**src/rtl/controlador_frota_if.sv**
```systemverilog
// ---------------------------------------------------------------------------
// controlador_frota_if
//
// Bus between the fleet sequencer and the array of enemy / enemy-projectile
// instances.
//
//   vivo        : bit i = enemy i alive                    (enemies -> sequencer)
//   x_inimigos  : packed x of enemy i at [10i+9:10i]        (enemies -> sequencer)
//   bola_livre  : bit i = projectile of enemy i is idle     (enemies -> sequencer)
//   mv_tick     : one-cycle shared movement pulse           (sequencer -> enemies)
//   sentidoX    : shared horizontal direction, 1 = right    (sequencer -> enemies)
//   disparo     : one-hot, one-cycle fire grant             (sequencer -> enemies)
//
// The "master" side is the enemy array / game top level, the "slave" side is
// the sequencer itself.
// ---------------------------------------------------------------------------
interface controlador_frota_if #(
    parameter int N_INIMIGOS = 8
) ();

    logic [N_INIMIGOS-1:0]    vivo;
    logic [10*N_INIMIGOS-1:0] x_inimigos;
    logic [N_INIMIGOS-1:0]    bola_livre;
    logic                     mv_tick;
    logic                     sentidoX;
    logic [N_INIMIGOS-1:0]    disparo;

    modport master (
        output vivo,
        output x_inimigos,
        output bola_livre,
        input  mv_tick,
        input  sentidoX,
        input  disparo
    );

    modport slave (
        input  vivo,
        input  x_inimigos,
        input  bola_livre,
        output mv_tick,
        output sentidoX,
        output disparo
    );

endinterface

```
**src/rtl/controlador_frota.sv**
```systemverilog
// ---------------------------------------------------------------------------
// controlador_frota
//
// Central sequencer of the enemy formation. It produces the shared movement
// tick and horizontal direction, reverses the direction when the formation
// is about to leave the screen, and hands the single firing slot to one live
// enemy with an idle projectile in round-robin order.
//
// Ports:
//   CLOCK_50       : system clock, everything changes on its rising edge
//   reset          : asynchronous, active-low
//   pausa          : 1 freezes counters and grants
//   reiniciarJogo  : synchronous restart (same state as after reset)
//   frota          : enemy bus (vivo, x_inimigos, bola_livre in;
//                    mv_tick, sentidoX, disparo out)
//   frota_vazia    : 1 while the formation is wiped out (VITORIA)
// ---------------------------------------------------------------------------
module controlador_frota #(
    parameter int N_INIMIGOS = 8,
    parameter int DIV_MV     = 500000,
    parameter int DIV_TIRO   = 25000000,
    parameter int X_MIN      = 0,
    parameter int X_MAX      = 639,
    parameter int LARGURA    = 33,
    parameter int PASSO_X    = 2
) (
    input  logic               CLOCK_50,
    input  logic               reset,
    input  logic               pausa,
    input  logic               reiniciarJogo,
    controlador_frota_if.slave frota,
    output logic               frota_vazia
);

    localparam int MV_W   = (DIV_MV   > 1)     ? $clog2(DIV_MV)     : 1;
    localparam int TIRO_W = (DIV_TIRO > 1)     ? $clog2(DIV_TIRO)   : 1;
    localparam int PTR_W  = (N_INIMIGOS > 1)   ? $clog2(N_INIMIGOS) : 1;

    localparam logic [MV_W-1:0]   MV_FIM   = MV_W'(DIV_MV - 1);
    localparam logic [TIRO_W-1:0] TIRO_FIM = TIRO_W'(DIV_TIRO - 1);

    // Boundary constants in 12-bit arithmetic so that x + width + two steps
    // can never wrap for any 10-bit x.
    localparam logic [11:0] LIMITE_DIR = 12'(X_MAX + 1);
    localparam logic [11:0] ALCANCE    = 12'(LARGURA + 2 * PASSO_X);
    localparam logic [11:0] LIMITE_ESQ = 12'(X_MIN + 2 * PASSO_X);

    typedef enum logic [1:0] {
        JOGANDO = 2'd0,
        PAUSADO = 2'd1,
        VITORIA = 2'd2
    } estado_t;

    estado_t estado;
    estado_t prox_estado;

    logic                  ativo;

    logic [MV_W-1:0]       cnt_mv;
    logic [TIRO_W-1:0]     cnt_tiro;
    logic                  pendente;
    logic [PTR_W-1:0]      ptr;

    logic                  mv_tick_r;
    logic                  sentido_r;
    logic [N_INIMIGOS-1:0] disparo_r;

    logic                  algum_vivo;
    logic [11:0]           x_max;
    logic [11:0]           x_min;
    logic [11:0]           x_atual;
    logic                  vira_esq;
    logic                  vira_dir;

    logic [N_INIMIGOS-1:0] elegivel;
    logic                  achou;
    logic [PTR_W-1:0]      escolhido;
    logic [PTR_W-1:0]      candidato;
    int                    idx;
    logic [N_INIMIGOS-1:0] concessao;

    assign frota.mv_tick  = mv_tick_r;
    assign frota.sentidoX = sentido_r;
    assign frota.disparo  = disparo_r;
    assign frota_vazia    = (estado == VITORIA);

    // State register. Everything else in the block keys off this state,
    // so it is the only place the asynchronous reset puts the game back
    // into play.
    always_ff @(posedge CLOCK_50 or negedge reset) begin
        if (!reset) begin
            estado <= JOGANDO;
        end else begin
            estado <= prox_estado;
        end
    end

    // Next-state logic. Restart beats everything, a wiped-out fleet is
    // terminal until restart, and pause only applies while enemies remain.
    // "ativo" marks a cycle in which the game really advances: we are in
    // play and nothing this cycle is about to take us out of it. Using the
    // live inputs here makes pause and victory freeze the counters in the
    // very cycle they are raised instead of one cycle late.
    always_comb begin
        prox_estado = estado;
        ativo       = 1'b0;
        if (reiniciarJogo) begin
            prox_estado = JOGANDO;
        end else if (estado == VITORIA) begin
            prox_estado = VITORIA;
        end else if (frota.vivo == '0) begin
            prox_estado = VITORIA;
        end else if (pausa) begin
            prox_estado = PAUSADO;
        end else begin
            prox_estado = JOGANDO;
        end
        ativo = (estado == JOGANDO) && (prox_estado == JOGANDO) && !reiniciarJogo;
    end

    // Formation extents over live enemies only. Dead enemies keep whatever
    // x they had and must not drag the edge detection around.
    always_comb begin
        algum_vivo = 1'b0;
        x_max      = '0;
        x_min      = 12'hFFF;
        x_atual    = '0;
        for (int i = 0; i < N_INIMIGOS; i++) begin
            x_atual = {2'b00, frota.x_inimigos[10*i +: 10]};
            if (frota.vivo[i]) begin
                algum_vivo = 1'b1;
                if (x_atual > x_max) begin
                    x_max = x_atual;
                end
                if (x_atual < x_min) begin
                    x_min = x_atual;
                end
            end
        end
    end

    // The enemies take one more step in the old direction at the tick that
    // decides the flip, and the new direction only shows up at the following
    // tick, so the check looks two steps ahead.
    always_comb begin
        vira_esq = sentido_r  && algum_vivo && ((x_max + ALCANCE) > LIMITE_DIR);
        vira_dir = !sentido_r && algum_vivo && (x_min < LIMITE_ESQ);
    end

    // Round-robin search starting just after the last winner. The first
    // eligible index found wins; the running "achou" flag keeps later
    // candidates from overriding it.
    always_comb begin
        elegivel  = frota.vivo & frota.bola_livre;
        achou     = 1'b0;
        escolhido = '0;
        candidato = '0;
        idx       = 0;
        for (int k = 1; k <= N_INIMIGOS; k++) begin
            idx = int'(ptr) + k;
            if (idx >= N_INIMIGOS) begin
                idx = idx - N_INIMIGOS;
            end
            candidato = PTR_W'(idx);
            if (!achou && elegivel[candidato]) begin
                achou     = 1'b1;
                escolhido = candidato;
            end
        end
        concessao = N_INIMIGOS'(1) << escolhido;
    end

    // Movement divider. The tick is registered and lasts exactly the cycle
    // after the wrap, so the enemies see it for one edge only. A paused
    // game simply stops counting; a won game starts from zero next time.
    always_ff @(posedge CLOCK_50 or negedge reset) begin
        if (!reset) begin
            cnt_mv    <= '0;
            mv_tick_r <= 1'b0;
        end else if (reiniciarJogo || estado == VITORIA) begin
            cnt_mv    <= '0;
            mv_tick_r <= 1'b0;
        end else begin
            mv_tick_r <= 1'b0;
            if (ativo) begin
                if (cnt_mv == MV_FIM) begin
                    cnt_mv    <= '0;
                    mv_tick_r <= 1'b1;
                end else begin
                    cnt_mv <= cnt_mv + 1'b1;
                end
            end
        end
    end

    // Direction register. It is evaluated at the edge where the enemies
    // consume the tick, using the formation extents they present right
    // then. The direction is left alone in pause and victory; only a
    // restart forces it back to the right.
    always_ff @(posedge CLOCK_50 or negedge reset) begin
        if (!reset) begin
            sentido_r <= 1'b1;
        end else if (reiniciarJogo) begin
            sentido_r <= 1'b1;
        end else if (mv_tick_r) begin
            if (vira_esq) begin
                sentido_r <= 1'b0;
            end else if (vira_dir) begin
                sentido_r <= 1'b1;
            end
        end
    end

    // Fire divider and arbiter. A terminal count raises a single pending
    // request; the request is served by the first eligible enemy on a later
    // cycle and keeps retrying while nobody can fire. When a grant and a
    // new terminal count land on the same edge the new request survives,
    // because it belongs to the next period.
    always_ff @(posedge CLOCK_50 or negedge reset) begin
        if (!reset) begin
            cnt_tiro  <= '0;
            pendente  <= 1'b0;
            ptr       <= '0;
            disparo_r <= '0;
        end else if (reiniciarJogo) begin
            cnt_tiro  <= '0;
            pendente  <= 1'b0;
            ptr       <= '0;
            disparo_r <= '0;
        end else if (estado == VITORIA) begin
            cnt_tiro  <= '0;
            pendente  <= 1'b0;
            disparo_r <= '0;
        end else begin
            disparo_r <= '0;
            if (ativo) begin
                if (pendente && achou) begin
                    disparo_r <= concessao;
                    ptr       <= escolhido;
                    pendente  <= 1'b0;
                end
                if (cnt_tiro == TIRO_FIM) begin
                    cnt_tiro <= '0;
                    pendente <= 1'b1;
                end else begin
                    cnt_tiro <= cnt_tiro + 1'b1;
                end
            end
        end
    end

endmodule
```
**src/flat_wrapper.sv**
```systemverilog
// flat-port wrapper written by rule: the top's interface ports become plain ports
module controlador_frota_flat 
#(
    parameter int N_INIMIGOS = 8,
    parameter int DIV_MV     = 500000,
    parameter int DIV_TIRO   = 25000000,
    parameter int X_MIN      = 0,
    parameter int X_MAX      = 639,
    parameter int LARGURA    = 33,
    parameter int PASSO_X    = 2
)
  (CLOCK_50, reset, pausa, reiniciarJogo, frota_vazia, frota_vivo, frota_x_inimigos, frota_bola_livre, frota_mv_tick, frota_sentidoX, frota_disparo);
  controlador_frota_if #(.N_INIMIGOS(N_INIMIGOS)) frota_i ();
  input  logic CLOCK_50;
  input  logic reset;
  input  logic pausa;
  input  logic reiniciarJogo;
  output logic frota_vazia;
  input wire logic [$bits(frota_i.vivo)-1:0] frota_vivo;
  input wire logic [$bits(frota_i.x_inimigos)-1:0] frota_x_inimigos;
  input wire logic [$bits(frota_i.bola_livre)-1:0] frota_bola_livre;
  output wire logic [$bits(frota_i.mv_tick)-1:0] frota_mv_tick;
  output wire logic [$bits(frota_i.sentidoX)-1:0] frota_sentidoX;
  output wire logic [$bits(frota_i.disparo)-1:0] frota_disparo;
  assign frota_i.vivo = frota_vivo;
  assign frota_i.x_inimigos = frota_x_inimigos;
  assign frota_i.bola_livre = frota_bola_livre;
  assign frota_mv_tick = frota_i.mv_tick;
  assign frota_sentidoX = frota_i.sentidoX;
  assign frota_disparo = frota_i.disparo;
  controlador_frota #(.N_INIMIGOS(N_INIMIGOS), .DIV_MV(DIV_MV), .DIV_TIRO(DIV_TIRO), .X_MIN(X_MIN), .X_MAX(X_MAX), .LARGURA(LARGURA), .PASSO_X(PASSO_X)) u_core (.CLOCK_50(CLOCK_50), .reset(reset), .pausa(pausa), .reiniciarJogo(reiniciarJogo), .frota(frota_i), .frota_vazia(frota_vazia));
endmodule
```
**config.mk**
```make
export PLATFORM = sky130hd
export DESIGN_NAME = controlador_frota_flat
export DESIGN_NICKNAME = d
export VERILOG_FILES = /design/src/rtl/controlador_frota_if.sv /design/src/rtl/controlador_frota.sv /design/src/flat_wrapper.sv
export SDC_FILE = /design/constraint.sdc
export NUM_CORES = 1
export LEC_CHECK = 0
export BUFFER_PORTS_ARGS = -buffer_cell sky130_fd_sc_hd__buf_2
export CORE_ASPECT_RATIO = 0.75
export CORE_MARGIN = 2
export CORE_UTILIZATION = 35
export CTS_BUF_LIST = sky130_fd_sc_hd__clkbuf_4
export DETAILED_ROUTE_END_ITERATION = 8
export HOLD_SLACK_MARGIN = 0.03
export PLACE_DENSITY_LB_ADDON = 0.2
export SLEW_MARGIN = 10
export SYNTH_ARGS = -nofsm -noshare
export SYNTH_HDL_FRONTEND = slang
export SYNTH_SLANG_ARGS = --single-unit
```
**constraint.sdc**
```tcl
create_clock -name CLOCK_50 -period 10.2 [get_ports CLOCK_50]
set_clock_uncertainty 0.15 [all_clocks]
set_input_delay 1.02 -clock CLOCK_50 [delete_from_list [all_inputs] [get_ports CLOCK_50]]
set_output_delay 1.02 -clock CLOCK_50 [all_outputs]
set_load 0.05 [all_outputs]
```
==> flow_summary.ini <==
[synthesis]
synth_area_leaders = ha_1, dfrtp_1, o21ai_0
yosysSeqAreaShare_pct = 16.69
synth_ff_type = dfrtp_1
syn_avg_cell_area_um2 = 7.406
synth.top_cell.area_share_pct = 17.50
syn_inst = 1216
synth-edff-count = 0
yosys.cell_count.top_type = nor2_1
yosys.area.top_type = ha_1
synth_commonest_cells = nor2_1, ha_1, o21ai_0, a21oi_1, nand2_1
syn-num-nets = 1442
yosys_warnings = 0
ys_ff_latch = 60
syn-cell-area_mm2 = 0.009006
ys_types = 85
async_reset_ff_share_pct = 100.0

[critical_path]
crit_arrival_ns = 12.82
max_stage_delay_ns = 0.39
path_class = in2reg
critPathCaptureType = register
cp_slowest_cell = or3_1
cp_max_fo = 17
start_kind = primary input
cpMostUsedCell = o21a_1
worstPathRequired_ns = 10.41

[global_routing]
grt_antenna_before_repair = 4
track_usage_pct = 22.84
overflow = 0
grt_pass1_vias = 9805
grt_pass1_wl_um = 50020
grt_start_max_net_pins = 61

[finish]
area_growth_pct = 46.50
finish.net_count = 1796
fin_cells = 1917
drive_gt1_share_pct = 39.56

[place]
io_buffers = 110
gp_congestion = 0.9005
dp_slack_ns = -3.252
hpwl_um = 24130
placed_cells = 1842

[sta]
fmax_mhz = 79.35
hold_viol = 0
fin_ws_ns = -2.403
tightest_slew_ns = 1.004
period_minus_slack_ns = 12.60
slew_headroom_pct = 32.48
rsz0062_at_grt = yes
setup_violations = 1
tns_ns = -2.403
period_share_pct = 123.6
drv_slew = 0

[pwr]
power.density_mw_per_mm2 = 135.4
p_leak_nw = 6.207
irDropWorstVdd_mv = 0.08699
total_power_mw = 1.787

[floorplan]
fp.dieH_um = 142.9
die_area_mm2 = 0.02704
die_w_um = 189.2
start_util_pct = 35.81
rows = 50
core_mm2 = 0.02515
ios = 111

[hold_path]
min_path_type = reg2reg

[outcome]
status = finished with violations
violations = negative setup slack

[cts]
clock-root-buffer = clkbuf_4
clk_pin_slew_ns = 0.09
cts.sinks = 60
cts_max_level = 3
numCtsBuffers = 9
insertion_delay_ns = 0.42
cts_tree = yes
clk_path_buf_depth = 2

[routing]
post_drt_wl_per_cell_um = 16.72
drt-vias-per-instance = 5.442
drt_pass1_iterations = 5
drt_wl_total_um = 32050
drtIter0Drc = 596
vias = 10433
ant_nets = 0
drc_errors = 0

[job]
max-cap-violations = 0
[worst max-delay path, delay by kind of cell]
kind                     cells  cell delay (ns)
AO/OA/AOI/OAI               29             4.72
adder cells (fa/ha/maj)      7             1.63
buffers and inverters       12             1.71
multiplexers                 5             1.43
AND/OR/NAND/NOR             16             2.33
[metrics by stage]
step                hold WS [ns]  utilization (%)  cell area, um^2
global route              0.3651            52.46            13190
floorplan                 0.2924                -             9294
CTS                       0.3371            49.57            12470
detailed placement        0.3249            46.22            11620
finish                    0.3401            52.46            13190
global placement          0.3165            46.22            11620
[state kept, by name, indices dropped and copies added (netlist names)]
signal / count
u_core.pendente: 1
u_core.cnt_mv: 19
u_core.cnt_tiro: 25
u_core.frota.disparo: 8
u_core.ptr: 3
u_core.estado: 2
u_core.frota.mv_tick: 1
u_core.frota.sentidoX: 1
[final cells by class]
type	instances	area (um^2)
Tap cell	338	422.9
Inverter	83	316.6
Fill cell	2408	11960
Multi-Input combinational cell	1030	8048
Clock buffer	10	75.07
Timing Repair Buffer	386	2740
Clock inverter	6	78.83
Sequential cell	60	1503
Antenna cell	4	10.01
[power breakdown]
part           internal, mW  switching, mW
Combinational         0.700          0.659
Clock                 0.100         0.0860
Sequential            0.240        0.00210
[path summary, 6_finish.rpt]
path                                                 startpoint                                 to  slack (ns)  cells after the start
worst max-delay path                              frota_vivo[0]  u_core.frota.sentidoX$_DFFE_PN1P_       -2.40                     69
worst min-delay path            u_core.cnt_tiro[22]$_DFFE_PN0P_    u_core.cnt_tiro[22]$_DFFE_PN0P_        0.34                      1
worst max register to register        u_core.ptr[1]$_DFFE_PN0P_  u_core.frota.disparo[0]$_DFF_PN0_        5.90                     14
worst min register to register  u_core.cnt_tiro[22]$_DFFE_PN0P_    u_core.cnt_tiro[22]$_DFFE_PN0P_        0.34                      1
max in group asynchronous                                 reset  u_core.frota.disparo[0]$_DFF_PN0_        8.79                      2
min in group asynchronous                                 reset    u_core.cnt_tiro[22]$_DFFE_PN0P_        0.59                      2
[cells by family (layout without fill, tap and decap cells)]
family / count (synthesis) / after routing / synth area share [%]
buffers and inverters: 127 / 485 / 5.501
muxes: 63 / 63 / 7.669
AOI/OAI and AO/OA: 379 / 380 / 26.72
xor gates and xnor gates: 18 / 18 / 1.750
other: 0 / 4 / 0
adders and majority gates: 128 / 128 / 17.74
DFF: 60 / 60 / 16.69
and+or+nand+nor: 441 / 441 / 23.94
[per-layer routing]
metal  GRT usage, %  wire (um)  vias to the layer above  part of all wire [%]
met3          2.261       1492                       38                   4.7
met5              0          0                        -                     0
li1               -          -                     5174                     -
met1          33.94      16030                     4976                    50
met4          4.774        439                        0                   1.4
met2          35.65      14080                      245                    44
[repair_timing]
action / 4_1_cts / 5_1_grt
pin swaps: 42 / 63
hold buffers: 0 / 0
gates cloned: 3 / 0
endpoints found under the setup margin: 1 / 1
gates resized for setup: 91 / 110
setup buffers: 31 / 21
[layout by cell type (no fill, tap or decap), types with 27 or more instances in the layout]
cell type,Yosys,final
nand4_1,27,27
inv_1,79,67
nor2_1,136,114
nand2_1,102,99
ha_1,126,103
o21ai_0,123,105
nand3_1,31,30
a21oi_2,1,34
nor2b_1,28,27
buf_4,0,257
a21oi_1,102,58
buf_2,3,110
dfrtp_1,59,59
Power figures use the tool's default switching activity.
